==> src/rtl/tdm_tx_mux.sv <==
// tdm_tx_mux: transmit-side TDM multiplexer.
//
// Buffers per-port byte streams in small FIFOs and emits them on one shared
// byte interface. Port k is emitted only in the cycle where the free-running
// 8-bit slot counter equals k, so a receiver running the same counter stays
// phase-aligned. Slots >= NUM_QUEUES are always idle.
//
// Ports:
//   clk                single clock
//   rst                asynchronous, active-low reset
//   port_wr[k]         push strobe for port k
//   port_sop[k]        first-byte-of-packet flag, stored with the byte
//   port_data          port k byte at [k*DATA_WIDTH +: DATA_WIDTH]
//   port_full[k]       FIFO k holds 2^FIFO_DEPTH_LOG2 entries (registered count)
//   port_ovf[k]        sticky drop flag (only with TDM_TX_OVF_EN)
//   output_wire        byte valid in the current slot
//   output_new_packet  sop bit of the emitted byte
//   output_data        emitted byte
//   slot               current slot counter value
//
// Build option: define TDM_TX_OVF_EN to make port_ovf[k] set on a dropped
// push to a full FIFO k (sticky until reset). Undefined, port_ovf is tied 0;
// drop behaviour is the same either way.

module tdm_tx_mux #(
  parameter int DATA_WIDTH      = 8,
  parameter int NUM_QUEUES      = 12,
  parameter int FIFO_DEPTH_LOG2 = 4
) (
  input  logic                             clk,
  input  logic                             rst,
  input  logic [NUM_QUEUES-1:0]            port_wr,
  input  logic [NUM_QUEUES-1:0]            port_sop,
  input  logic [NUM_QUEUES*DATA_WIDTH-1:0] port_data,
  output logic [NUM_QUEUES-1:0]            port_full,
  output logic [NUM_QUEUES-1:0]            port_ovf,
  output logic                             output_wire,
  output logic                             output_new_packet,
  output logic [DATA_WIDTH-1:0]            output_data,
  output logic [7:0]                       slot
);

  localparam int W1    = DATA_WIDTH + 1;
  localparam int DEPTH = 1 << FIFO_DEPTH_LOG2;
  localparam int CW    = FIFO_DEPTH_LOG2 + 1;

  // The output register loaded at this edge is presented during slot+1,
  // so the FIFO popped now is the one owning the next slot.
  logic [7:0]               slot_nxt;
  logic [NUM_QUEUES-1:0]    pop;
  logic [NUM_QUEUES*W1-1:0] head_flat;
  logic                     sel_vld;
  logic [W1-1:0]            sel_word;

  assign slot_nxt = slot + 8'd1;

  // Push handshake: port_wr[k] is a valid with no backpressure wait; the
  // byte is accepted at the edge only if FIFO k is not full before that
  // edge (port_full acts as a registered not-ready). A push to a full FIFO
  // is dropped even if the same edge pops it.
  for (genvar k = 0; k < NUM_QUEUES; k++) begin : g_port
    logic [W1-1:0]              mem [DEPTH];
    logic [FIFO_DEPTH_LOG2-1:0] wr_ptr;
    logic [FIFO_DEPTH_LOG2-1:0] rd_ptr;
    logic [CW-1:0]              count;
    logic                       full;
    logic                       push;

    assign full     = (count == CW'(DEPTH));
    assign push     = port_wr[k] && !full;
    assign pop[k]   = (slot_nxt == 8'(k)) && (count != '0);
    assign head_flat[k*W1 +: W1] = mem[rd_ptr];
    assign port_full[k] = full;

    always_ff @(posedge clk) begin
      if (push) begin
        mem[wr_ptr] <= {port_sop[k], port_data[k*DATA_WIDTH +: DATA_WIDTH]};
      end
    end

    always_ff @(posedge clk or negedge rst) begin
      if (!rst) begin
        wr_ptr <= '0;
        rd_ptr <= '0;
        count  <= '0;
      end else begin
        if (push)   wr_ptr <= wr_ptr + 1'b1;
        if (pop[k]) rd_ptr <= rd_ptr + 1'b1;
        case ({push, pop[k]})
          2'b10:   count <= count + 1'b1;
          2'b01:   count <= count - 1'b1;
          default: count <= count;
        endcase
      end
    end

`ifdef TDM_TX_OVF_EN
    logic ovf;
    always_ff @(posedge clk or negedge rst) begin
      if (!rst) begin
        ovf <= 1'b0;
      end else if (port_wr[k] && full) begin
        ovf <= 1'b1;
      end
    end
    assign port_ovf[k] = ovf;
`else
    assign port_ovf[k] = 1'b0;
`endif
  end

  // At most one pop is active per edge (slot_nxt matches a single port).
  always_comb begin
    sel_vld  = 1'b0;
    sel_word = '0;
    for (int k = 0; k < NUM_QUEUES; k++) begin
      if (pop[k]) begin
        sel_vld  = 1'b1;
        sel_word = head_flat[k*W1 +: W1];
      end
    end
  end

  always_ff @(posedge clk or negedge rst) begin
    if (!rst) begin
      slot              <= 8'd0;
      output_wire       <= 1'b0;
      output_new_packet <= 1'b0;
      output_data       <= '0;
    end else begin
      slot              <= slot_nxt;
      output_wire       <= sel_vld;
      output_new_packet <= sel_word[W1-1];
      output_data       <= sel_word[DATA_WIDTH-1:0];
    end
  end

endmodule

==> config.mk <==
export PLATFORM = sky130hd
export DESIGN_NAME = tdm_tx_mux
export DESIGN_NICKNAME = d
export VERILOG_FILES = /design/src/rtl/tdm_tx_mux.sv
export SDC_FILE = /design/constraint.sdc
export NUM_CORES = 2
export LEC_CHECK = 0
export ABC_CLOCK_PERIOD_IN_PS = 11400
export CAP_MARGIN = 20
export CORE_MARGIN = 2
export CORE_UTILIZATION = 55
export CTS_CLUSTER_DIAMETER = 150
export DETAILED_ROUTE_END_ITERATION = 8
export PLACE_DENSITY = 0.8
export SLEW_MARGIN = 30
export SYNTH_ARGS = -nofsm -noshare
export SYNTH_HDL_FRONTEND = slang
export SYNTH_SLANG_ARGS = --single-unit
==> constraint.sdc <==
create_clock -name clk -period 11.4 [get_ports clk]
set_clock_uncertainty 0.15 [all_clocks]
set_input_delay 1.71 -clock clk [delete_from_list [all_inputs] [get_ports clk]]
set_output_delay 1.71 -clock clk [all_outputs]
set_load 0.02 [all_outputs]
==> metrics.yaml <==
drive_gt1_frac: 0.2213
syn2layout_area_growth_pct: 12.64
wl_um: 172500
path_max_fanout: 21
netlist_instances: 3968
via_count: 38480
drc: 0
start_util: 0.5533
p_leak_nw: 28.59
setup_slack_ns: 6.829
p_comb_frac: 0.151
fin_crit_sh: 0.4010
ant_nets: 0
grt_overflow: 0
vias_per_cell: 6.180
intPower_mw: 12.94
setup_viol: 0
die_x_um: 378.2
drv_slew: 0
antenna_found_initial: 15
syn_area_mm2: 0.07701
core.rowCount: 137
path_clk_slew_ns: 0.06
tightest_slew_ns: 1.048
synth-edff-count: 1728
crit_path_end_kind: "flop"
cp-start-kind: "flop"
tns_ns: 0
synth_top_area_share: 0.6738
final_area_mm2: 0.08675
wl_met2_um: 86740
netlist-cell-type-count: 74
io_buffers: 151
cts.sinks: 1902
dr.pass1.iters: 5
cts-htree-levels: 4
cp.arrival_ns: 5.16
seqPwrFrac: 0.507
highest_layer: "met5"
core_area_mm2: 0.1392
grt_usage: 0.2446
clkPwrFrac: 0.342
ios: 164
r2r_slack_ns: 6.83
hold_buffers: 0
grt_pass1_vias: 39270
min_path_type: "flop to flop"
peakVddDrop_mv: 0.1642
place_congestion: 0.8658
seq_area_frac_synth: 0.7303
die_area_mm2: 0.1430
cts_tree: "yes"
fin_cells: 6226
cap_violations: 0
first_iter_violations: 4731
yosys.area.top_type: "edfxtp_1"
ys_seq_elements: 1902
cts_setup_buffers: 0
clk_latency_ns: 0.81
n_fill_cell: 9206
cts_buffer_depth: 3
cts_resized: 0
cts_root_buffer: "clkbuf_16"
synth_commonest_cells: "edfxtp_1, mux4_2, nor2_1"
swShare: 0.2616
post_dp_cell_area_mm2: 0.08064
fin_crit_ns: 4.571
met1_length_um: 64610
grt_pass1_wl_um: 256600
slew_headroom: 0.2990
dp_cells: 5874
async_flop_share: 0.09148
p_per_area_mw_per_mm2: 202.0
final_nets: 4428
ys_warn_count: 0
met3WireLength_um: 16820
synth_area_per_cell_um2: 19.41
critPathKind: "flop to flop"
synth.most_common_cell: "edfxtp_1"
rsz0062_at_grt: "no"
required_ns: 11.99
hold_viol_final: 0
synth_area_leaders: "edfxtp_1, mux4_2, dfrtp_1"
wl_per_cell_um: 27.71
max_freq_mhz: 218.7
dp_hpwl_um: 109200
fin_util: 0.6233
cts_buffers: 180
outcome: "complete, no violations"
die_h_um: 378.2
switchingPower_mw: 4.584
preCtsSetupSlack_ns: 6.920
synth_ff_type: "edfxtp_1"
grt_max_degree: 95
==> critical path: stages (launching register included) <==
cell and delay [ns]:
dfrtp_1 0.54, ha_1 0.39, and3_1 0.30, a21oi_1 0.11, o22a_1 0.50, or3_1 0.75, inv_2 0.30, ha_1 0.27
inv_1 0.10, fa_1 0.42, inv_1 0.08, a21o_1 0.11, a21oi_1 0.07, xnor2_1 0.13, nor2_1 0.11, xor2_1 0.16
==> area by class of cell <==
type                       count  area (um2)  share of cell area
sequential                  1902       56260              0.6485
clock inverter               102        1080             0.01245
timing repair buffer         245        2242             0.02585
inverter                     113       425.4            0.004904
clock buffer                 237        4871             0.05615
tap                         1876        2347             0.02706
antenna                       12       30.03           0.0003462
multi-input combinational   1739       19490              0.2247
==> placed cells by master (no fill, tap or decap), drive strengths merged, types with 11 or more instances in the layout <==
cell / Yosys / final
a21o: 27 / 27
clkdlybuf4s50: 0 / 150
nor4: 19 / 19
nor3: 63 / 63
dfrtp: 174 / 174
mux2i: 65 / 65
nand4: 27 / 27
mux4: 481 / 481
nand2: 188 / 188
xor2: 47 / 47
clkinv: 1 / 73
nand3: 25 / 25
mux2: 16 / 16
buf: 136 / 95
a211oi: 14 / 14
a21oi: 49 / 49
nand2b: 35 / 35
diode: 0 / 12
o21ai: 79 / 79
and2: 20 / 20
nor2b: 22 / 22
xnor2: 91 / 91
a31oi: 11 / 11
fa: 12 / 12
bufinv: 0 / 16
conb: 1 / 12
nor2: 194 / 194
a22oi: 35 / 35
edfxtp: 1728 / 1728
inv: 112 / 122
clkbuf: 89 / 237
ha: 113 / 113
==> path summary, 6_finish.rpt <==
| check | from | end | depth (start not counted) |
|---|---|---|---|
| min | g_port[9].count[4] | g_port[9].count[4] | 1 |
| min reg2reg | g_port[9].count[4] | g_port[9].count[4] | 1 |
| min in group asynchronous | rst | g_port[1].wr_ptr[0] | 1 |
| max reg2reg | slot[0] | g_port[11].count[4] | 15 |
| max | slot[0] | g_port[11].count[4] | 15 |
| max in group asynchronous | rst | g_port[8].rd_ptr[0] | 4 |
==> flip-flops by register name, summed over array words and instances, names as in the netlist <==
register           flops
output_data            8
output_new_packet      1
g_port.wr_ptr         48
g_port.rd_ptr         48
slot                   8
g_port.count          60
g_port.mem          1728
output_wire            1
==> cell families after synthesis <==
logic type                 synth area share
other                            0.00004869
DFF                                  0.7303
and+or+nand+nor                     0.03784
xor gates and xnor gates            0.01569
muxes                                0.1514
AOI/OAI and AO/OA                   0.02372
buffers and inverters               0.01946
adders and majority gates           0.02148
==> layer usage <==
layer / GRT usage / vias up
met5: 0 / -
met4: 0.07036 / 14
met3: 0.06472 / 286
met2: 0.4008 / 1818
met1: 0.3257 / 20090
li1: - / 16270
==> through the flow <==
stage / total power [mW] / hold slack [ns]
CTS: 17.58 / 0.3354
global route: 18.13 / 0.3542
floorplan: 10.68 / 0.3043
detailed placement: 11.61 / 0.3237
finish: 17.53 / 0.3306
global placement: 11.46 / 0.3209
==> power groups by stage <==
stage / clock network (mW) / registers [mW] / logic [mW]
after floorplan: 0 / 8.78 / 1.90
after global placement: 0 / 8.94 / 2.51
after detailed placement: 0 / 9.00 / 2.61
after CTS: 6.05 / 8.88 / 2.65
after global routing: 6.31 / 8.95 / 2.87
final: 5.99 / 8.88 / 2.65
Power figures use the tool's default switching activity.
